### src/rtl/knight_pkg.sv
// knight_pkg: command opcodes, headings, response codes and sender states shared by the host link.
package knight_pkg;
    localparam logic [3:0] OP_CAL     = 4'h2;
    localparam logic [3:0] OP_MOVE    = 4'h4;
    localparam logic [3:0] OP_MOVE_FF = 4'h5;
    localparam logic [3:0] OP_TOUR    = 4'h6;
    localparam logic [7:0] NORTH      = 8'h00;
    localparam logic [7:0] WEST       = 8'h3F;
    localparam logic [7:0] SOUTH      = 8'h7F;
    localparam logic [7:0] EAST       = 8'hBF;
    localparam logic [7:0] POS_ACK    = 8'hA5;
    typedef enum logic [1:0] {IDLE, SEND_HI, SEND_LO} send_state_e;
endpackage

### src/rtl/uart_link.sv
// uart_link: independent 8N1 transmitter and receiver sharing one BAUD_DIV bit period.
module uart_link #(
    parameter int BAUD_DIV = 2604
) (
    input  logic       clk,
    input  logic       rst,
    input  logic       RX,
    output logic       TX,
    input  logic       trmt,
    input  logic [7:0] tx_data,
    output logic       tx_done,
    output logic       rx_rdy,
    output logic [7:0] rx_data
);
    localparam int CW = $clog2(BAUD_DIV);
    localparam logic [CW-1:0] BIT_END = CW'(BAUD_DIV - 1);
    localparam logic [CW-1:0] HALF    = CW'(BAUD_DIV / 2 - 1);

    logic          tx_busy_q, tx_busy_d, tx_end;
    logic [CW-1:0] tx_cnt_q, tx_cnt_d;
    logic [3:0]    tx_bit_q, tx_bit_d;
    logic [9:0]    tx_sh_q, tx_sh_d;
    logic [1:0]    rx_sync_q;
    logic          rx_s, rx_start, rx_tick, rx_last;
    logic          rx_busy_q, rx_busy_d, rx_rdy_q;
    logic [CW-1:0] rx_cnt_q, rx_cnt_d;
    logic [3:0]    rx_bit_q, rx_bit_d;
    logic [7:0]    rx_sh_q, rx_sh_d, rx_data_q, rx_data_d;

    // A new request wins over the final stop-bit tick so back-to-back frames leave no idle gap.
    always_comb begin
        tx_end    = tx_busy_q && tx_cnt_q == BIT_END;
        tx_done   = tx_end && tx_bit_q == 4'd9;
        tx_busy_d = trmt | (tx_busy_q & ~tx_done);
        tx_cnt_d  = (trmt || tx_end) ? '0 : tx_cnt_q + CW'(tx_busy_q);
        tx_bit_d  = trmt ? 4'd0 : tx_end ? tx_bit_q + 4'd1 : tx_bit_q;
        tx_sh_d   = trmt ? {1'b1, tx_data, 1'b0} : tx_end ? {1'b1, tx_sh_q[9:1]} : tx_sh_q;
    end

    assign TX = ~tx_busy_q | tx_sh_q[0];

    // Bit 0 is the start sample and bit 9 the stop sample; only bits 1..8 carry data.
    always_comb begin
        rx_s      = rx_sync_q[1];
        rx_start  = ~rx_busy_q & ~rx_s;
        rx_tick   = rx_busy_q && rx_cnt_q == '0;
        rx_last   = rx_tick && rx_bit_q == 4'd9;
        rx_busy_d = rx_start | (rx_busy_q & ~rx_last);
        rx_cnt_d  = rx_start ? HALF : rx_tick ? BIT_END : rx_cnt_q - CW'(rx_busy_q);
        rx_bit_d  = rx_start ? 4'd0 : rx_tick ? rx_bit_q + 4'd1 : rx_bit_q;
        rx_sh_d   = (rx_tick && rx_bit_q != 4'd0 && rx_bit_q != 4'd9) ? {rx_s, rx_sh_q[7:1]} : rx_sh_q;
        rx_data_d = rx_last ? rx_sh_q : rx_data_q;
    end

    assign rx_rdy  = rx_rdy_q;
    assign rx_data = rx_data_q;

    always_ff @(posedge clk or posedge rst) begin
        if (rst) begin
            tx_busy_q <= 1'b0;
            tx_cnt_q  <= '0;
            tx_bit_q  <= '0;
            tx_sh_q   <= '1;
            rx_sync_q <= 2'b11;
            rx_busy_q <= 1'b0;
            rx_cnt_q  <= '0;
            rx_bit_q  <= '0;
            rx_sh_q   <= '0;
            rx_rdy_q  <= 1'b0;
            rx_data_q <= '0;
        end else begin
            tx_busy_q <= tx_busy_d;
            tx_cnt_q  <= tx_cnt_d;
            tx_bit_q  <= tx_bit_d;
            tx_sh_q   <= tx_sh_d;
            rx_sync_q <= {rx_sync_q[0], RX};
            rx_busy_q <= rx_busy_d;
            rx_cnt_q  <= rx_cnt_d;
            rx_bit_q  <= rx_bit_d;
            rx_sh_q   <= rx_sh_d;
            rx_rdy_q  <= rx_last;
            rx_data_q <= rx_data_d;
        end
    end
endmodule

### src/rtl/remote_comm.sv
// remote_comm: sends a 16-bit command as two UART bytes (high first) and captures response bytes.
module remote_comm
    import knight_pkg::*;
#(
    parameter int BAUD_DIV = 2604
) (
    input  logic        clk,
    input  logic        rst,
    input  logic        RX,
    output logic        TX,
    input  logic [15:0] cmd,
    input  logic        snd_cmd,
    output logic        cmd_snt,
    output logic        resp_rdy,
    output logic [7:0]  resp
);
    send_state_e state_q, state_d;
    logic       trmt, tx_done, rx_rdy, accept;
    logic [7:0] tx_data, rx_data, lo_q, lo_d, resp_q, resp_d;
    logic       cmd_snt_q, cmd_snt_d, resp_rdy_q;

    uart_link #(.BAUD_DIV(BAUD_DIV)) u_link (
        .clk(clk), .rst(rst), .RX(RX), .TX(TX),
        .trmt(trmt), .tx_data(tx_data), .tx_done(tx_done),
        .rx_rdy(rx_rdy), .rx_data(rx_data)
    );

    always_ff @(posedge clk or posedge rst) begin
        if (rst) begin
            state_q    <= IDLE;
            lo_q       <= '0;
            cmd_snt_q  <= 1'b0;
            resp_q     <= '0;
            resp_rdy_q <= 1'b0;
        end else begin
            state_q    <= state_d;
            lo_q       <= lo_d;
            cmd_snt_q  <= cmd_snt_d;
            resp_q     <= resp_d;
            resp_rdy_q <= rx_rdy;
        end
    end

    always_comb begin
        state_d = (state_q == IDLE && snd_cmd)    ? SEND_HI :
                  (state_q == SEND_HI && tx_done) ? SEND_LO :
                  (state_q == SEND_LO && tx_done) ? IDLE : state_q;
    end

    always_comb begin
        accept    = state_q == IDLE && snd_cmd;
        trmt      = accept || (state_q == SEND_HI && tx_done);
        tx_data   = state_q == IDLE ? cmd[15:8] : lo_q;
        lo_d      = accept ? cmd[7:0] : lo_q;
        cmd_snt_d = (state_q == SEND_LO && tx_done) | (cmd_snt_q & ~accept);
        resp_d    = rx_rdy ? rx_data : resp_q;
    end

    assign cmd_snt  = cmd_snt_q;
    assign resp_rdy = resp_rdy_q;
    assign resp     = resp_q;
endmodule

### config.mk
export PLATFORM = sky130hd
export DESIGN_NAME = remote_comm
export DESIGN_NICKNAME = d
export VERILOG_FILES = /design/src/rtl/knight_pkg.sv /design/src/rtl/uart_link.sv /design/src/rtl/remote_comm.sv
export SDC_FILE = /design/constraint.sdc
export NUM_CORES = 1
export LEC_CHECK = 0
export ABC_AREA = 1
export ABC_CLOCK_PERIOD_IN_PS = 3970
export BUFFER_PORTS_ARGS = -buffer_cell sky130_fd_sc_hd__buf_2
export CAP_MARGIN = 20
export CORE_AREA = 3 3 97 99
export DETAILED_ROUTE_END_ITERATION = 12
export DIE_AREA = 0 0 100 102
export GPL_ROUTABILITY_DRIVEN = 1
export MAX_ROUTING_LAYER = met4
export PLACE_DENSITY = 0.58
export SYNTH_ARGS = -nofsm -noshare
export SYNTH_HDL_FRONTEND = slang
export SYNTH_SLANG_ARGS = --single-unit
### constraint.sdc
create_clock -name clk -period 3.97 [get_ports clk]
set_input_delay 0.794 -clock clk [delete_from_list [all_inputs] [get_ports clk]]
set_output_delay 0.794 -clock clk [all_outputs]
set_load 0.1 [all_outputs]
==> impl_metrics.toml, run 1 <==
[outcome]
status = "finished clean"

[layout]
area_delta_synth_final_pct = 11.63
fin_util_pct = 50.06
nets = 486
num_antenna_cells = 0
drive_gt1_share_pct = 21.65

[cts]
postCtsResizedCells = 0
postCtsHoldBufs = 0
postCtsSetupBuffers = 0
cts_made_buffers = 9
cts_num_sinks = 82
cts_max_level = 3
cts_tree = "built"
path_clk_slew_ns = 0.09
worst_skew_pair.late_latency_ns = 0.35
cts_root_buf = "clkbuf_8"
cts.path.max_buffers = 2

[floorplanning]
placementRows = 34
num_io_pins = 31
start_util_pct = 44.84
fp.dieArea_um2 = 10200
fp.dieW_um = 100
coreArea_um2 = 8636
die-height_um = 102

[hold_path]
hold_path_class = "flop to flop"
hp-start = "u_link.rx_sync_q[0]$_DFF_PP1_"

[flow_run]
maxCapViolCount = 0

[grt]
grt_pass1_vias = 2752
antenna_found_initial = 0
overflow = 0
grt_usage_pct = 15.51
grt_max_degree = 44
grt_pass1_wl_um = 12370

[route]
drc = 0
routed-via-count = 2796
first_pass_iters = 4
post_drt_wl_per_cell_um = 12.59
totalWireLength_um = 7174
drtIter0Drc = 127
via_per_inst = 4.905
drtAntennaViolNets = 0

[synthesis]
yosys_warnings = 0
synth-compound-area-share_pct = 7.334
synth_top_family_by_area = "simple AND/OR/NAND/NOR gates"
ys_types = 37
synthAdderAreaFrac_pct = 2.908
synthSimpleGateAreaFrac_pct = 23.20
syn_area_um2 = 3872
synthTopCellsByArea = "dfrtp_1, nand2_1, dfstp_2, inv_1, nand3_1"
yosys-mux-area-fraction_pct = 4.394
syn_avg_cell_area_um2 = 9.176
synthXorXnorAreaFrac_pct = 2.488
netlist_instances = 422
yosys.area.top_type = "dfrtp_1"
synth_top_area_share_pct = 45.88
synth_seq_area_share_pct = 53.34
synthesis.nets = 451
synth-seq-cells = 82

[worst_setup_path]
critPathMaxStageDelay_ns = 0.54
arrival_ns = 1.39
crit_path_start_kind = "flop"
critPathTopFamily = "flip-flops"
crit_fanout = 2
crit_type = "flop to output pin"
startpoint = "u_link.tx_sh_q[0]$_DFFE_PP1N_"
r2r_start = "u_link.rx_cnt_q[6]$_DFF_PP0_"
required_ns = 3.18
crit_path_end_kind = "output pin"
cp_slowest_cell = "dfstp_2"
cp_num_buf_inv = 1
cp_cell_sequence = "or2_2, buf_2"

[sta]
rsz0062_at_grt = "false"
skew_ns = 0.01058
worstMarginPinSlew_ns = 0.7586
max-slew-margin-rel_pct = 49.37
final-hold-violation-count = 0
tns_ns = 0
min_period_ns = 2.184
setup_viol = 0
fmax_ghz = 0.4578
drv_slew = 0
fin_crit_sh_pct = 55.02

[power]
p_leak_uw = 0.002179
ir_worst_vdd_v = 0.0002633
power.density_nw_per_um2 = 342.2

[placement]
globalplace.congestion = 0.7769
hpwl_um = 5006
portBuffers = 30
## cell usage after synthesis
master	number
mux2i_1	8
clkinv_1	1
dfstp_2	11
o31ai_1	1
dfrtp_1	71
buf_2	4
nand3_1	30
nand2_1	118
nand3b_2	2
inv_1	45
nor2_4	1
nor4_1	1
a21boi_0	1
nand2_2	1
ha_1	9
inv_2	2
nor3_2	1
mux2_2	8
nor4_4	1
a21oi_1	6
nor3_1	6
clkbuf_1	3
nand4_1	3
nand4_2	1
a22oi_1	1
xnor2_1	3
o22ai_1	1
o21ai_2	15
and3_1	2
xor2_1	8
a31oi_1	3
buf_6	3
nor2_1	29
o21ai_0	15
nand3b_1	1
nor2_2	5
or2_2	1
## layout make-up
cell class | count | area (µm²)
inverters | 48 | 181.4
multi-input cells | 282 | 1562
repair buffers | 34 | 180.2
fillers | 817 | 4313
flip-flops and latches | 82 | 2066
well taps | 108 | 135.1
clock buffers | 9 | 123.9
clock inverters | 7 | 75.07
## report_power, final
group | leakage [µW] | switching (µW) | internal [µW]
registers | 0.00104 | 0.328 | 837
logic | 0.00104 | 19.1 | 8.10
clock network | 0.000104 | 320 | 295
## path summary, 6_finish.rpt
check                                            endpoint  slack (ns)  cells after the start
setup / recovery                                       TX        1.79                      2
hold / removal              u_link.rx_sync_q[1]$_DFF_PP1_        0.36                      0
setup reg to reg           u_link.rx_bit_q[1]$_DFFE_PP0P_        2.11                      7
hold reg to reg             u_link.rx_sync_q[1]$_DFF_PP1_        0.36                      0
max in group asynchronous   u_link.tx_sh_q[5]$_DFFE_PP1N_        2.55                      3
min in group asynchronous             resp[6]$_DFFE_PP0P_        0.54                      2
## metrics by stage
stage	worst slack, ns	instance area, µm²	hold slack (ns)	cells	power, µW
floorplan	1.086	3872	0.3452	422	865.8
global placement	1.923	4124	0.3464	554	881.8
detailed placement	1.888	4124	0.3476	554	882.4
CTS	1.761	4323	0.3614	570	1505
global route	1.728	4323	0.3641	570	1536
finish	1.786	4323	0.3596	570	1479
## kinds of logic after synthesis
logic type	count (synthesis)
buf+inv	58
mux	16
fa+ha+maj	9
compound gates	43
simple gates	203
flops	82
xor+xnor	11
## layer usage
layer	global-route usage, %	share of wire (%)	vias up
met5	-	0	-
met4	3.420	0.38	0
met3	4.300	2.8	2
met2	25.60	49	26
met1	19.20	48	1339
li1	-	-	1429
## state kept, by name, indices dropped and copies added (netlist names)
register / count
resp: 8
u_link.tx_cnt_q: 12
cmd_snt: 1
u_link.rx_busy_q: 1
u_link.rx_bit_q: 4
u_link.tx_bit_q: 4
u_link.rx_cnt_q: 12
u_link.rx_data: 8
state_q: 2
u_link.rx_rdy: 1
lo_q: 8
u_link.rx_sh_q: 8
u_link.rx_sync_q: 2
resp_rdy: 1
u_link.tx_busy_q: 1
u_link.tx_sh_q: 9
## worst register-to-register path: cells and delay by family, from the launching register on
| family | cells | cell delay (ns) |
|---|---|---|
| AOI/OAI and AO/OA | 1 | 0.10 |
| DFF | 1 | 0.41 |
| and+or+nand+nor | 6 | 1.26 |
## cell usage in the layout (no fill, tap or decap), types with 3 or more instances in the layout
master / count
a21oi_1: 6
a31oi_1: 3
buf_2: 30
buf_4: 4
clkbuf_8: 9
clkinv_2: 3
dfrtp_1: 71
dfstp_2: 11
ha_1: 9
inv_1: 44
mux2_2: 8
mux2i_1: 8
nand2_1: 118
nand3_1: 30
nand4_1: 3
nor2_1: 29
nor2_2: 5
nor3_1: 6
o21ai_0: 15
o21ai_2: 15
xnor2_1: 3
xor2_1: 8
No activity file was read; power rests on OpenSTA's default activity.
==> run 2, diff against run 1 <==
==> config.mk (replaced) <==
export PLATFORM = sky130hd
export DESIGN_NAME = remote_comm
export DESIGN_NICKNAME = d
export VERILOG_FILES = /design/src/rtl/knight_pkg.sv /design/src/rtl/uart_link.sv /design/src/rtl/remote_comm.sv
export SDC_FILE = /design/constraint.sdc
export NUM_CORES = 1
export LEC_CHECK = 0
export ABC_AREA = 0
export ABC_CLOCK_PERIOD_IN_PS = 1900
export BUFFER_PORTS_ARGS = -buffer_cell sky130_fd_sc_hd__buf_2
export CAP_MARGIN = 20
export CORE_AREA = 3 3 96 98
export DETAILED_ROUTE_END_ITERATION = 12
export DIE_AREA = 0 0 99 101
export GPL_ROUTABILITY_DRIVEN = 1
export MAX_ROUTING_LAYER = met4
export PLACE_DENSITY = 0.6
export SYNTH_ARGS = -nofsm -noshare
export SYNTH_HDL_FRONTEND = slang
export SYNTH_SLANG_ARGS = --single-unit
==> constraint.sdc (replaced) <==
create_clock -name clk -period 1.9 [get_ports clk]
set_input_delay 0.38 -clock clk [delete_from_list [all_inputs] [get_ports clk]]
set_output_delay 0.38 -clock clk [all_outputs]
set_load 0.1 [all_outputs]
==> run 2 against run 1 <==
Critical path depth is 3 higher. Synthesized area is 2.8% lower. Hold slack lost 0.32 ns. Clock-buffer cell count unchanged. Worst setup slack got worse by 1.7 ns. Non-clock buffer count is 24 higher. Critical endpoint is now u_link.rx_data[5]$_DFFE_PP0P_. Highest routed layer unchanged.
==> impl_metrics.toml, run 2 <==
[outcome]
status = "finished clean"

[worst_setup_path]
crit_fanout = 9
arrival_ns = 2.06
required_ns = 2.14
crit_path_start_kind = "flop"
crit_path_end_kind = "flop"
crit_type = "flop to flop"

[route]
post_drt_wl_per_cell_um = 14.41
drc = 0
routed-via-count = 2710
drtAntennaViolNets = 0
totalWireLength_um = 7407
via_per_inst = 5.272
first_pass_iters = 6
drtIter0Drc = 76

[synthesis]
yosys.area.top_type = "dfrtp_1"
synthTopCellsByArea = "dfrtp_1, dfstp_2, mux2_2, nand2_1, xnor2_1"
synth_top_family_by_area = "simple AND/OR/NAND/NOR gates"
synth-seq-cells = 82
ys.flop_type = "dfrtp_1"
synthSimpleGateAreaFrac_pct = 20.41
async_flop_share_pct = 100.0
syn_avg_cell_area_um2 = 10.91
synthesis.nets = 374
synth_seq_area_share_pct = 54.87
synth-compound-area-share_pct = 7.145
synthAdderAreaFrac_pct = 2.991
syn_area_um2 = 3765
ys_types = 47
synthXorXnorAreaFrac_pct = 4.187
yosys_warnings = 0
synthTopCellsByCount = "dfrtp_1, nand2_1, mux2_2"
yosys-mux-area-fraction_pct = 8.009
synth_top_area_share_pct = 47.19
synth_most_common_cell = "dfrtp_1"
synth_edf_count = 0
netlist_instances = 345

[sta]
rsz0062_at_grt = "true"
drv_slew = 0
skew_ns = 0.007031
setup_viol = 0
worstMarginPinSlew_ns = 0.6321
final-hold-violation-count = 0
fin_crit_sh_pct = 95.83
max-slew-margin-rel_pct = 57.70
min_period_ns = 1.821
fmax_ghz = 0.5492

[placement]
hpwl_um = 5067
place_area_um2 = 4247
dp.cells = 496
portBuffers = 30
globalplace.congestion = 0.8408

[floorplanning]
num_io_pins = 31
placementRows = 34
fp.dieW_um = 99
start_util_pct = 44.03
die-height_um = 101
fp.dieArea_um2 = 9999
coreArea_um2 = 8551

[cts]
path_clk_slew_ns = 0.09
cts_made_buffers = 9
cts_tree = "built"
cts_root_buf = "clkbuf_8"
cts_max_level = 3
postCtsHoldBufs = 0
worst_skew_pair.late_latency_ns = 0.35
cts.path.max_buffers = 2
cts_num_sinks = 82

[grt]
grt_pass1_vias = 2651
antenna_found_initial = 0
overflow = 0
grt_pass1_wl_um = 12620
grt_max_degree = 39
grt_usage_pct = 16.23

[layout]
final_common_cell = "dfrtp_1"
final_cell_mix = "dfrtp_1, nand2_1, buf_2, mux2_2, buf_4"
stdcell_area_um2 = 4556
top_regs = "u_link.rx_cnt_q: 12 flops, u_link.tx_cnt_q: 12 flops, u_link.tx_sh_q: 9 flops"
stdcell_count = 514
nets = 430
num_antenna_cells = 0
drive_gt1_share_pct = 31.03
area_delta_synth_final_pct = 21.00

[flow_run]
maxCapViolCount = 0

[power]
power.density_nw_per_um2 = 719.8
p_leak_uw = 0.002111
ir_worst_vdd_v = 0.0004241

[hold_path]
hold_path_class = "input port to asynchronous set/reset pin"
[run 2: metal layers]
| layer | GRT usage [%] | part of all wire (%) | wire length [µm] |
|---|---|---|---|
| met2 | 24.48 | 48 | 3530 |
| met5 | - | 0 | 0 |
| met1 | 21.56 | 48 | 3576 |
| met4 | 7.038 | 1.1 | 82 |
| met3 | 2.907 | 2.9 | 218 |
[run 2: power breakdown]
| part | total, µW | internal, µW | switching, µW | leakage (µW) |
|---|---|---|---|---|
| Combinational | 65.4 | 22.8 | 42.6 | 0.000969 |
| Sequential | 1750 | 1750 | 0.932 | 0.00103 |
| Clock | 1460 | 766 | 698 | 0.000117 |
[run 2: path summary, 6_finish.rpt]
kind	from	endpoint	slack, ns	depth (start not counted)
worst max-delay path	u_link.rx_cnt_q[3]$_DFF_PP0_	u_link.rx_data[5]$_DFFE_PP0P_	0.08	5
worst min-delay path	rst	resp[7]$_DFFE_PP0P_	0.04	2
worst max register to register	u_link.rx_cnt_q[3]$_DFF_PP0_	u_link.rx_data[5]$_DFFE_PP0P_	0.08	5
worst min register to register	u_link.rx_sync_q[0]$_DFF_PP1_	u_link.rx_sync_q[1]$_DFF_PP1_	0.36	0
max in group asynchronous	rst	u_link.tx_sh_q[2]$_DFFE_PP1N_	1.26	3
min in group clk	RX	u_link.rx_sync_q[0]$_DFF_PP1_	0.14	1
[run 2: timing repair]
action                                  in CTS  in global routing
resized for setup                            2                 10
cloned                                       0                  0
endpoints found under the setup margin       2                 32
setup buffers                                0                  2
pin swaps                                    1                  4
[run 2: layout make-up]
cell class                      count  area [µm²]
Clock buffer                        9       123.9
Multi-Input combinational cell    240        1673
Sequential cell                    82        2066
Tap cell                          108       135.1
Timing Repair Buffer               58       410.4
Fill cell                         750        3995
Clock inverter                      7       106.4
Inverter                           10       41.29
[run 2: cells by family after synthesis]
logic type | Yosys count
fa+ha+maj | 9
buf+inv | 23
flops | 82
simple gates | 140
mux | 27
compound gates | 46
xor+xnor | 18
[run 2: worst max-delay path: stages (launching register included)]
cell     delay, ns
dfrtp_1       0.45
nor4_4        0.37
nand4_4       0.18
nor3_4        0.23
buf_12        0.15
mux2_2        0.34
[run 2: stage by stage]
stage	hold WS [ns]	worst slack (ns)	total power (µW)	utilization, %	TNS, ns
floorplan	0.3452	0.03715	1809	-	0
global placement	0.3478	0.02493	1852	49.66	0
detailed placement	0.3473	-0.01497	1852	49.66	-0.01497
CTS	0.04203	0.002436	3316	52.44	0
global route	0.04929	0.0009099	3402	53.28	0
finish	0.03821	0.07928	3279	53.28	0
